[config.mk]
export PLATFORM = sky130hd
export DESIGN_NAME = pc_mt_flat
export DESIGN_NICKNAME = d
export VERILOG_FILES = /design/src/rtl/pc_mt_pkg.sv /design/src/rtl/pc_mt_if.sv /design/src/rtl/pc_mt_rr_arbiter.sv /design/src/rtl/pc_mt.sv /design/src/flat_wrapper.sv
export SDC_FILE = /design/constraint.sdc
export NUM_CORES = 1
export LEC_CHECK = 0
export BUFFER_PORTS_ARGS = -buffer_cell sky130_fd_sc_hd__buf_4
export CORE_ASPECT_RATIO = 1.25
export CORE_UTILIZATION = 58
export DETAILED_ROUTE_END_ITERATION = 8
export GPL_ROUTABILITY_DRIVEN = 0
export GPL_TIMING_DRIVEN = 0
export PLACE_DENSITY = 0.81
export SYNTH_ARGS = -nofsm -noshare
export SYNTH_HDL_FRONTEND = slang
export SYNTH_SLANG_ARGS = --single-unit
export TNS_END_PERCENT = 30
[constraint.sdc]
create_clock -name clk -period 3.61 [get_ports clk]
set_input_delay 0.361 -clock clk [delete_from_list [all_inputs] [get_ports clk]]
set_output_delay 0.361 -clock clk [all_outputs]
set_load 0.05 [all_outputs]
[src/rtl/pc_mt_pkg.sv]
// pc_mt_pkg: shared fetch-path types and constants for the multi-thread PC.
//   InsnAddrPath       - instruction address type
//   ThreadIdPath       - thread id type for the default 4-thread build
//   INSN_RESET_VECTOR  - PC value loaded into every thread on reset
//   INSN_PC_INC        - PC advance per accepted fetch
//   INSN_TRAP_VECTOR   - PC loaded on trap (PC_MT_TRAP_EN builds)
package pc_mt_pkg;
  localparam int unsigned INSN_ADDR_WIDTH = 32;

  typedef logic [INSN_ADDR_WIDTH-1:0] InsnAddrPath;
  typedef logic [1:0]                 ThreadIdPath;

  localparam InsnAddrPath INSN_RESET_VECTOR = 32'h0000_0000;
  localparam InsnAddrPath INSN_PC_INC       = 32'h0000_0004;
  localparam InsnAddrPath INSN_TRAP_VECTOR  = 32'h0000_0100;
endpackage

[src/rtl/pc_mt_if.sv]
// pc_mt_if: fetch-request and redirect signals of the multi-thread PC.
//   threadEnable     - per-thread run enable
//   addrOut/tidOut   - fetch address and thread id offered to imem
//   valid/ready      - fetch handshake, fire = valid && ready
//   wrEnable/wrTid/addrIn - per-thread redirect
//   trap/trapTid/epcOut   - present only with PC_MT_TRAP_EN defined
// master modport: the PC unit; slave modport: the surrounding pipeline.
interface pc_mt_if #(
  parameter int unsigned ADDR_WIDTH  = 32,
  parameter int unsigned NUM_THREADS = 4,
  parameter int unsigned TID_WIDTH   = $clog2(NUM_THREADS)
);
  logic [NUM_THREADS-1:0] threadEnable;
  logic [ADDR_WIDTH-1:0]  addrOut;
  logic [TID_WIDTH-1:0]   tidOut;
  logic                   valid;
  logic                   ready;
  logic                   wrEnable;
  logic [TID_WIDTH-1:0]   wrTid;
  logic [ADDR_WIDTH-1:0]  addrIn;
`ifdef PC_MT_TRAP_EN
  logic                                    trap;
  logic [TID_WIDTH-1:0]                    trapTid;
  logic [NUM_THREADS-1:0][ADDR_WIDTH-1:0]  epcOut;
`endif

  modport master (
    input  threadEnable, ready, wrEnable, wrTid, addrIn,
    output addrOut, tidOut, valid
`ifdef PC_MT_TRAP_EN
    , input trap, trapTid,
    output epcOut
`endif
  );

  modport slave (
    output threadEnable, ready, wrEnable, wrTid, addrIn,
    input  addrOut, tidOut, valid
`ifdef PC_MT_TRAP_EN
    , output trap, trapTid,
    input  epcOut
`endif
  );
endinterface

[src/rtl/pc_mt_rr_arbiter.sv]
// rr_arbiter: combinational round-robin arbiter.
//   i_req  - request vector
//   i_ptr  - highest-priority index; search runs i_ptr, i_ptr+1, ... mod N
//   o_gnt  - one-hot grant
//   o_idx  - grant index (0 when nothing requests)
//   o_any  - at least one request present
// N must be a power of two so the index wraps by truncation.
module rr_arbiter #(
  parameter int unsigned N = 4,
  parameter int unsigned W = $clog2(N)
) (
  input  logic [N-1:0] i_req,
  input  logic [W-1:0] i_ptr,
  output logic [N-1:0] o_gnt,
  output logic [W-1:0] o_idx,
  output logic         o_any
);
  logic [W-1:0] w_cand;

  always_comb begin
    o_gnt  = '0;
    o_idx  = '0;
    o_any  = 1'b0;
    w_cand = '0;
    for (int unsigned k = 0; k < N; k++) begin
      w_cand = i_ptr + W'(k);
      if (!o_any && i_req[w_cand]) begin
        o_any = 1'b1;
        o_idx = w_cand;
      end
    end
    o_gnt[o_idx] = o_any;
  end
endmodule

[src/rtl/pc_mt.sv]
// pc_mt: multi-thread program counter for the fetch stage.
//   clk  - clock
//   rst  - asynchronous active-low reset
//   bus  - pc_mt_if.master: threadEnable in, addrOut/tidOut/valid out,
//          ready in, wrEnable/wrTid/addrIn redirect in
// Optional feature macro PC_MT_TRAP_EN adds trap/trapTid inputs, epcOut
// output and per-thread EPC registers.
// Outputs depend only on registered state and threadEnable.
module pc_mt
  import pc_mt_pkg::*;
#(
  parameter int unsigned ADDR_WIDTH  = 32,
  parameter int unsigned NUM_THREADS = 4,
  parameter int unsigned TID_WIDTH   = $clog2(NUM_THREADS)
) (
  input  logic     clk,
  input  logic     rst,
  pc_mt_if.master  bus
);
  localparam logic [ADDR_WIDTH-1:0] LP_RST  = ADDR_WIDTH'(INSN_RESET_VECTOR);
  localparam logic [ADDR_WIDTH-1:0] LP_INC  = ADDR_WIDTH'(INSN_PC_INC);
  localparam logic [ADDR_WIDTH-1:0] LP_TRAP = ADDR_WIDTH'(INSN_TRAP_VECTOR);

  logic [ADDR_WIDTH-1:0]  r_pc [NUM_THREADS];
  logic [TID_WIDTH-1:0]   r_rrPtr;
  logic                   r_locked;
  logic [TID_WIDTH-1:0]   r_lockTid;

  logic [NUM_THREADS-1:0] w_gnt;
  logic [TID_WIDTH-1:0]   w_arbIdx;
  logic                   w_any;
  logic                   w_lockHit;
  logic [TID_WIDTH-1:0]   w_sel;
  logic                   w_fire;
  logic [NUM_THREADS-1:0] w_trapHit;

  rr_arbiter #(.N(NUM_THREADS), .W(TID_WIDTH)) u_arb (
    .i_req (bus.threadEnable),
    .i_ptr (r_rrPtr),
    .o_gnt (w_gnt),
    .o_idx (w_arbIdx),
    .o_any (w_any)
  );

  // A stalled request stays on its thread until it fires or that thread is
  // disabled; the latter falls straight through to a fresh arbitration.
  assign w_lockHit = r_locked && bus.threadEnable[r_lockTid];
  assign w_sel     = w_lockHit ? r_lockTid : w_arbIdx;
  assign w_fire    = w_any && bus.ready;

  assign bus.valid   = w_any;
  assign bus.tidOut  = w_sel;
  assign bus.addrOut = r_pc[w_sel];

`ifdef PC_MT_TRAP_EN
  logic [NUM_THREADS-1:0][ADDR_WIDTH-1:0] r_epc;

  always_comb begin
    w_trapHit = '0;
    for (int unsigned i = 0; i < NUM_THREADS; i++)
      w_trapHit[i] = bus.trap && (bus.trapTid == TID_WIDTH'(i));
  end

  always_ff @(posedge clk or negedge rst) begin
    if (!rst) begin
      r_epc <= '0;
    end else begin
      for (int unsigned i = 0; i < NUM_THREADS; i++)
        if (w_trapHit[i]) r_epc[i] <= r_pc[i];
    end
  end

  assign bus.epcOut = r_epc;
`else
  assign w_trapHit = '0;
`endif

  // Per-thread PC: trap > redirect > fire increment.
  always_ff @(posedge clk or negedge rst) begin
    if (!rst) begin
      for (int unsigned i = 0; i < NUM_THREADS; i++) r_pc[i] <= LP_RST;
    end else begin
      for (int unsigned i = 0; i < NUM_THREADS; i++) begin
        if (w_trapHit[i])
          r_pc[i] <= LP_TRAP;
        else if (bus.wrEnable && (bus.wrTid == TID_WIDTH'(i)))
          r_pc[i] <= bus.addrIn;
        else if (w_fire && (w_sel == TID_WIDTH'(i)))
          r_pc[i] <= r_pc[i] + LP_INC;
      end
    end
  end

  // Arbitration state; a fire overridden by redirect/trap still counts here.
  always_ff @(posedge clk or negedge rst) begin
    if (!rst) begin
      r_rrPtr   <= '0;
      r_locked  <= 1'b0;
      r_lockTid <= '0;
    end else if (w_any) begin
      if (bus.ready) begin
        r_locked <= 1'b0;
        r_rrPtr  <= w_sel + TID_WIDTH'(1);
      end else begin
        r_locked  <= 1'b1;
        r_lockTid <= w_sel;
      end
    end else begin
      r_locked <= 1'b0;
    end
  end

  logic w_unused;
  assign w_unused = ^w_gnt;
endmodule

[src/flat_wrapper.sv]
// flat-port wrapper written by rule: the top's interface ports become plain ports
module pc_mt_flat import pc_mt_pkg::*;
#(
  parameter int unsigned ADDR_WIDTH  = 32,
  parameter int unsigned NUM_THREADS = 4,
  parameter int unsigned TID_WIDTH   = $clog2(NUM_THREADS)
)
  (clk, rst, bus_threadEnable, bus_ready, bus_wrEnable, bus_wrTid, bus_addrIn, bus_addrOut, bus_tidOut, bus_valid);
  pc_mt_if #(.ADDR_WIDTH(ADDR_WIDTH), .NUM_THREADS(NUM_THREADS), .TID_WIDTH(TID_WIDTH)) bus_i ();
  input  logic clk;
  input  logic rst;
  input wire logic [$bits(bus_i.threadEnable)-1:0] bus_threadEnable;
  input wire logic [$bits(bus_i.ready)-1:0] bus_ready;
  input wire logic [$bits(bus_i.wrEnable)-1:0] bus_wrEnable;
  input wire logic [$bits(bus_i.wrTid)-1:0] bus_wrTid;
  input wire logic [$bits(bus_i.addrIn)-1:0] bus_addrIn;
  output wire logic [$bits(bus_i.addrOut)-1:0] bus_addrOut;
  output wire logic [$bits(bus_i.tidOut)-1:0] bus_tidOut;
  output wire logic [$bits(bus_i.valid)-1:0] bus_valid;
  assign bus_i.threadEnable = bus_threadEnable;
  assign bus_i.ready = bus_ready;
  assign bus_i.wrEnable = bus_wrEnable;
  assign bus_i.wrTid = bus_wrTid;
  assign bus_i.addrIn = bus_addrIn;
  assign bus_addrOut = bus_i.addrOut;
  assign bus_tidOut = bus_i.tidOut;
  assign bus_valid = bus_i.valid;
  pc_mt #(.ADDR_WIDTH(ADDR_WIDTH), .NUM_THREADS(NUM_THREADS), .TID_WIDTH(TID_WIDTH)) u_core (.clk(clk), .rst(rst), .bus(bus_i));
endmodule
==> impl_metrics.yaml, run 1 <==
logic_synthesis:
  synth_xor_area_frac: 0.0445
  synth_common_cells: "dfrtp_1, nand2_1, nor2_1, mux2i_1, nand3_1"
  avgSynthCellArea_um2: 8.47
  synthSimpleGateAreaFrac: 0.266
  yosysMostFrequentCell: "dfrtp_1"
  synth_cells: 1114
  synth_area_um2: 9440
  synth_fa_ha_area_frac: 0.00530
  yosysTopAreaCell: "dfrtp_1"
  yosysUniqueCellTypes: 69
  yosysTopAreaCellShare: 0.353
  synth-async-reset-ratio: 1.00
  synthMuxAreaShare: 0.109
  synth_compound_area_frac: 0.173
  synth-seq-area-share: 0.353
  synth_seq_cells: 133
  yosysWarnings: 0
  synth_enable_flop_cells: 0
  synthTopCellsByArea: "dfrtp_1, mux2i_1, nand2_1"
  synth_flop_cell: "dfrtp_1"
  syn-num-nets: 1160
  synth_top_family_by_area: "simple AND/OR/NAND/NOR gates"
power:
  power_leakage_nw: 4.22
  powerDensity_nw_per_um2: 825
  peakVddDrop_uv: 1310
place:
  portBuffers: 73
  dpl.hpwl_um: 25400
  pre_cts_ws_ps: 234
worst_setup_path:
  worst_path_largest_cell_delay_ps: 440
  cp_num_buf_inv: 4
  arrival_ps: 3260
  crit_slowest_cell: "dfrtp_1"
  critPathTopFamily: "buffers and inverters"
  crit_type: "reg2out"
  critPathCaptureType: "primary output"
  required_ps: 3250
  cp_common_cell: "buf_2"
  critPathMaxFanout: 10
  startpoint_type: "flop"
  cp_cell_sequence: "nor4bb_1 -> o21ai_1 -> o211a_1 -> buf_2 -> nor2_4 -> buf_2 -> clkbuf_4 -> mux2i_2 -> buf_4"
sta:
  worst_slew_pin_slew_ps: 972
  fin_skew_ps: 7.43
  rsz0062_at_grt: "yes"
  hold_ws_ps: 160
  setup_violations: 1
  fmax_ghz: 0.276
  drv_slew: 0
  final.setup.tns_ps: -9.80
  hold_viol: 0
  layout_setup_ws_ps: -9.80
  period_minus_slack_ps: 3620
  relSlewSlack: 0.345
  min_period_over_period: 1.00
detailed_routing:
  vias: 10300
  drtAntennaViolNets: 0
  drc: 0
  wl_per_cell_um: 24.4
  drt_iter0_drc: 1589
  wl_um: 35000
  firstDrtPassIters: 7
  vias_per_cell: 7.19
floorplan:
  fp.dieW_um: 116
  ios: 77
  start_util: 0.599
  die_area_um2: 16800
  die_h_um: 145
  num_rows: 51
  core_um2: 15800
finish:
  drive_gt1_frac: 0.145
  syn2layout_area_growth_pct: 17.0
  finish.utilization: 0.701
  layout.nets: 1255
  fillers: 1224
  diodes: 0
worst_hold_path:
  hold_class: "in2reg"
global_routing:
  grt_max_degree: 71
  grt_use_total: 0.434
  grt_pass1_wl_um: 53100
  antenna_found_initial: 0
  overflow: 0
  grt_pass1_vias: 9544
clock_network:
  cts_max_level: 4
  root_buffer: "clkbuf_16"
  clk_pin_slew_ps: 60
  cts_buffer_depth: 2
  cts_sinks: 133
  insertion_delay_ps: 440
  cts_tree: "yes"
  cts_inserted_buffers: 17
job:
  maxCapViolations: 0
run_status:
  outcome: "finished with violations"
  violations: "negative setup slack"
-- final cells by class --
type / count / area [um2] / share of cell area
Buffer: 86 / 408 / 0.0369
Clock buffer: 23 / 468 / 0.0424
Clock inverter: 9 / 198 / 0.0179
Inverter: 22 / 82.6 / 0.00748
Multi-Input combinational cell: 873 / 5700 / 0.516
Sequential cell: 133 / 3330 / 0.301
Tap cell: 212 / 265 / 0.0240
Timing Repair Buffer: 76 / 597 / 0.0540
-- cells in the final DEF, fill, tap and decap left out, drive strengths merged, types with 3 or more instances in the layout --
| cell | Yosys | layout |
|---|---|---|
| dfrtp | 133 | 133 |
| nand2 | 115 | 115 |
| nor2 | 106 | 106 |
| buf | 35 | 105 |
| mux2i | 101 | 101 |
| clkbuf | 51 | 79 |
| nand3 | 66 | 66 |
| o21ai | 59 | 59 |
| nand4 | 58 | 58 |
| a31oi | 55 | 55 |
| xnor2 | 46 | 46 |
| or4 | 36 | 36 |
| o31ai | 29 | 29 |
| a2111oi | 27 | 27 |
| inv | 22 | 22 |
| and3 | 20 | 20 |
| or3 | 20 | 20 |
| a21oi | 19 | 19 |
| nor4 | 17 | 17 |
| o211ai | 12 | 12 |
| nor3 | 9 | 9 |
| or2 | 8 | 8 |
| and2 | 7 | 7 |
| a221oi | 7 | 7 |
| a31o | 6 | 6 |
| bufinv | 0 | 6 |
| nand3b | 4 | 4 |
| nor4b | 4 | 4 |
| ha | 4 | 4 |
| o41ai | 4 | 4 |
| nand2b | 3 | 3 |
| nor3b | 3 | 3 |
| or4b | 3 | 3 |
-- routing by layer --
layer | up-vias | share of wire | GRT usage
met3 | 213 | 0.11 | 0.0960
met5 | - | 0 | 0
met2 | 897 | 0.43 | 0.646
met4 | 0 | 0.093 | 0.336
met1 | 4791 | 0.36 | 0.546
li1 | 4415 | - | -
-- power by group --
part / internal [mW] / switching [mW]
Combinational: 1.53 / 3.29
Clock: 1.33 / 0.687
Sequential: 1.82 / 0.459
-- stage by stage --
| stage | instance area, um2 | instances | power [mW] |
|---|---|---|---|
| 5_1_grt | 11000 | 1434 | 9.39 |
| 3_5_place_dp | 10300 | 1400 | 6.82 |
| 4_1_cts | 11000 | 1433 | 8.84 |
| 3_3_place_gp | 10300 | 1399 | 6.75 |
| 6_report | 11000 | 1434 | 9.11 |
| 2_1_floorplan | 9440 | 1114 | 5.35 |
-- flip-flops by register name (all words and copies together), names as in the netlist --
signal and count:
u_core.r_pc 128, u_core.r_lockTid 2, u_core.r_rrPtr 2, u_core.r_locked 1
-- cell families (layout without fill, tap and decap cells) --
family	count (synthesis)	after routing
compound gates	235	235
xor+xnor	48	48
fa+ha+maj	4	4
buf+inv	108	216
flops	133	133
mux	102	102
simple gates	484	484
-- final timing paths --
| check | start | endpoint | slack (ps) | cells past startpoint |
|---|---|---|---|---|
| min in group asynchronous | rst | u_core.r_pc[34]$_DFFE_PN0P_ | 490 | 2 |
| max | u_core.r_rrPtr[0]$_DFFE_PN0P_ | bus_addrOut[16] | -10 | 9 |
| max reg2reg | u_core.r_lockTid[0]$_DFFE_PN0P_ | u_core.r_pc[94]$_DFFE_PN0P_ | 680 | 8 |
| min | bus_ready | u_core.r_locked$_DFF_PN0_ | 160 | 2 |
| min reg2reg | u_core.r_pc[1]$_DFFE_PN0P_ | u_core.r_pc[1]$_DFFE_PN0P_ | 480 | 2 |
| max in group asynchronous | rst | u_core.r_pc[127]$_DFFE_PN0P_ | 2320 | 3 |
-- repair_timing --
action / 4_1_cts / 5_1_grt
buffers inserted: 0 / 1
gates resized for setup: 2 / 15
hold buffers: 1 / 0
hold endpoints to repair: 63 / 0
pin swaps: 0 / 1
setup endpoints to repair: 10 / 30
cloned: 0 / 0
No activity file was read; power rests on OpenSTA's default activity.
==> run 2, diff against run 1 <==
Settings changed: CORE_MARGIN set to 5.
==> run 2 against run 1 <==
The flow now finishes without violations. Final cell count grew 0.21%. Non-clock buffer count shrank 1. Clock-buffer cell count shrank 3. Routed wire length shrank 0.55%. Global-route usage shrank 5.8 points. Cell area shrank 0.69%. Critical path depth is the same. Largest power group unchanged.
==> impl_metrics.yaml, run 2 (same netlist as run 1, synthesis figures left out) <==
run_status:
  outcome: "finished clean"
power:
  power_frac_clock: 0.198
  p_seq_frac: 0.256
  p_int_mw: 4.40
  powerDensity_nw_per_um2: 808
  peakVddDrop_uv: 1140
  power_leakage_nw: 4.16
  power_switching_mw: 4.46
  p_sw_frac: 0.503
  p_total_mw: 8.86
  combPwrFrac: 0.545
floorplan:
  ios: 77
  num_rows: 52
  start_util: 0.587
  fp.dieW_um: 124
  core_um2: 16100
  die_h_um: 153
  die_area_um2: 18900
detailed_routing:
  wl_um: 34900
  drc: 0
  drt_iter0_drc: 1573
  wl_per_cell_um: 24.3
  vias_per_cell: 7.04
  firstDrtPassIters: 7
  vias: 10100
  drtAntennaViolNets: 0
sta:
  layout_setup_ws_ps: 19.5
  period_minus_slack_ps: 3590
  relSlewSlack: 0.0656
  setup_violations: 0
  hold_ws_ps: 145
  min_period_over_period: 0.995
  rsz0062_at_grt: "yes"
  drv_slew: 0
  hold_viol: 0
  final.setup.tns_ps: 0
  worst_slew_pin_slew_ps: 1390
  fin_skew_ps: 7.79
  fmax_ghz: 0.279
global_routing:
  grt_use_total: 0.376
  antenna_found_initial: 0
  overflow: 0
  grt_max_degree: 97
  grt_pass1_vias: 9555
  grt_pass1_wl_um: 53800
worst_setup_path:
  crit_slowest_cell: "dfrtp_1"
  r2r_cells: 8
  worst_path_largest_cell_delay_ps: 430
  cp_common_cell: "buf_2"
  critPathCaptureType: "primary output"
  crit_type: "reg2out"
  reg2reg_to: "u_core.r_pc[7]$_DFFE_PN0P_"
  critPathTopFamily: "buffers and inverters"
  rr_startpoint: "u_core.r_rrPtr[0]$_DFFE_PN0P_"
  cp_num_buf_inv: 4
  cp_cell_sequence: "nor4bb_1 -> o21ai_1 -> o211a_1 -> buf_2 -> nor2_4 -> clkbuf_4 -> buf_2 -> mux2i_1 -> buf_4"
  r2r_slack_ps: 560
  arrival_ps: 3230
  critPathMaxFanout: 10
  startpoint_type: "flop"
  required_ps: 3250
worst_hold_path:
  hold_start: "bus_addrIn[0]"
  hold_class: "in2reg"
  hold_path_end: "u_core.r_pc[96]$_DFFE_PN0P_"
  holdPathStages: 3
clock_network:
  cts_inserted_buffers: 17
  cts_max_level: 4
  cts_tree: "yes"
  post_cts_buffers: 0
  cts_buffer_depth: 2
  clk_pin_slew_ps: 60
  cts_sinks: 133
  insertion_delay_ps: 440
  root_buffer: "clkbuf_16"
finish:
  drive_gt1_frac: 0.148
  syn2layout_area_growth_pct: 16.2
  layout.nets: 1254
  instances_no_fill: 1437
  most-common-layout-cells: "dfrtp_1, nand2_1, nor2_1"
  finish.utilization: 0.682
  final_cell_area_um2: 11000
  reg_top3: "u_core.r_pc (128), u_core.r_lockTid (2), u_core.r_rrPtr (2)"
  final_common_cell: "dfrtp_1"
  diodes: 0
  fillers: 1327
  top_register: "u_core.r_pc"
  largest_register_ffs: 128
place:
  portBuffers: 73
  placed_area_um2: 10300
  dpl.hpwl_um: 25600
  pre_cts_ws_ps: 265
  place_inst: 1404
job:
  maxCapViolations: 0
[run 2: cell types whose count changed in the layout (fill, tap and decap cells not counted)]
| cell | before | now |
|---|---|---|
| nor4_1 | 12 | 13 |
| mux2i_2 | 4 | 7 |
| clkbuf_4 | 5 | 4 |
| mux2i_1 | 96 | 93 |
| nor4_2 | 4 | 3 |
| clkinv_2 | 2 | 3 |
| bufinv_16 | 6 | 2 |
| clkinv_4 | 0 | 2 |
| clkinvlp_4 | 1 | 5 |
| clkbuf_1 | 55 | 52 |
[run 2: metal layers]
metal / share of wire / track usage / wire length [um]
met1: 0.36 / 0.486 / 12600
met2: 0.42 / 0.534 / 14700
met3: 0.12 / 0.0991 / 4020
met4: 0.10 / 0.276 / 3520
met5: 0 / 0 / 0
[run 2: layout make-up]
type | count | area [um2] | share of cell area
multi-input cells | 873 | 5700 | 0.520
flip-flops and latches | 133 | 3330 | 0.303
repair buffers | 75 | 589 | 0.0537
clock buffers | 20 | 457 | 0.0416
plain buffers | 86 | 408 | 0.0372
well taps | 216 | 270 | 0.0246
clock inverters | 12 | 130 | 0.0119
inverters | 22 | 82.6 | 0.00753
[run 2: worst max-delay path by stage]
stage | from | to | cells after the start
floorplan | bus_threadEnable[0] | bus_addrOut[24] | 8
global placement | bus_threadEnable[0] | bus_addrOut[10] | 10
detailed placement | bus_threadEnable[0] | bus_addrOut[10] | 10
CTS | u_core.r_rrPtr[0]$_DFFE_PN0P_ | bus_addrOut[10] | 9
global route | u_core.r_lockTid[0]$_DFFE_PN0P_ | bus_addrOut[16] | 9
finish | u_core.r_rrPtr[0]$_DFFE_PN0P_ | bus_addrOut[31] | 9
[run 2: power by group through the flow]
| stage | combinational, mW | sequential, mW | clock, mW |
|---|---|---|---|
| 2_1_floorplan | 3.22 | 2.13 | 0 |
| 3_3_place_gp | 4.51 | 2.25 | 0 |
| 3_5_place_dp | 4.58 | 2.27 | 0 |
| 4_1_cts | 4.63 | 2.24 | 1.75 |
| 5_1_grt | 5.05 | 2.31 | 1.82 |
| 6_report | 4.83 | 2.27 | 1.76 |
[run 2: tightest hold or removal path, stage by stage]
cell,delay (ps)
buf_4,100
nand2_1,40
nand2_1,50
[run 2: timing repair]
item | 4_1_cts | 5_1_grt
endpoints found under the setup margin | 3 | 28
gates cloned | 0 | 0
gates resized for setup | 3 | 18
hold buffers | 1 | 0
hold endpoints to repair | 37 | 0
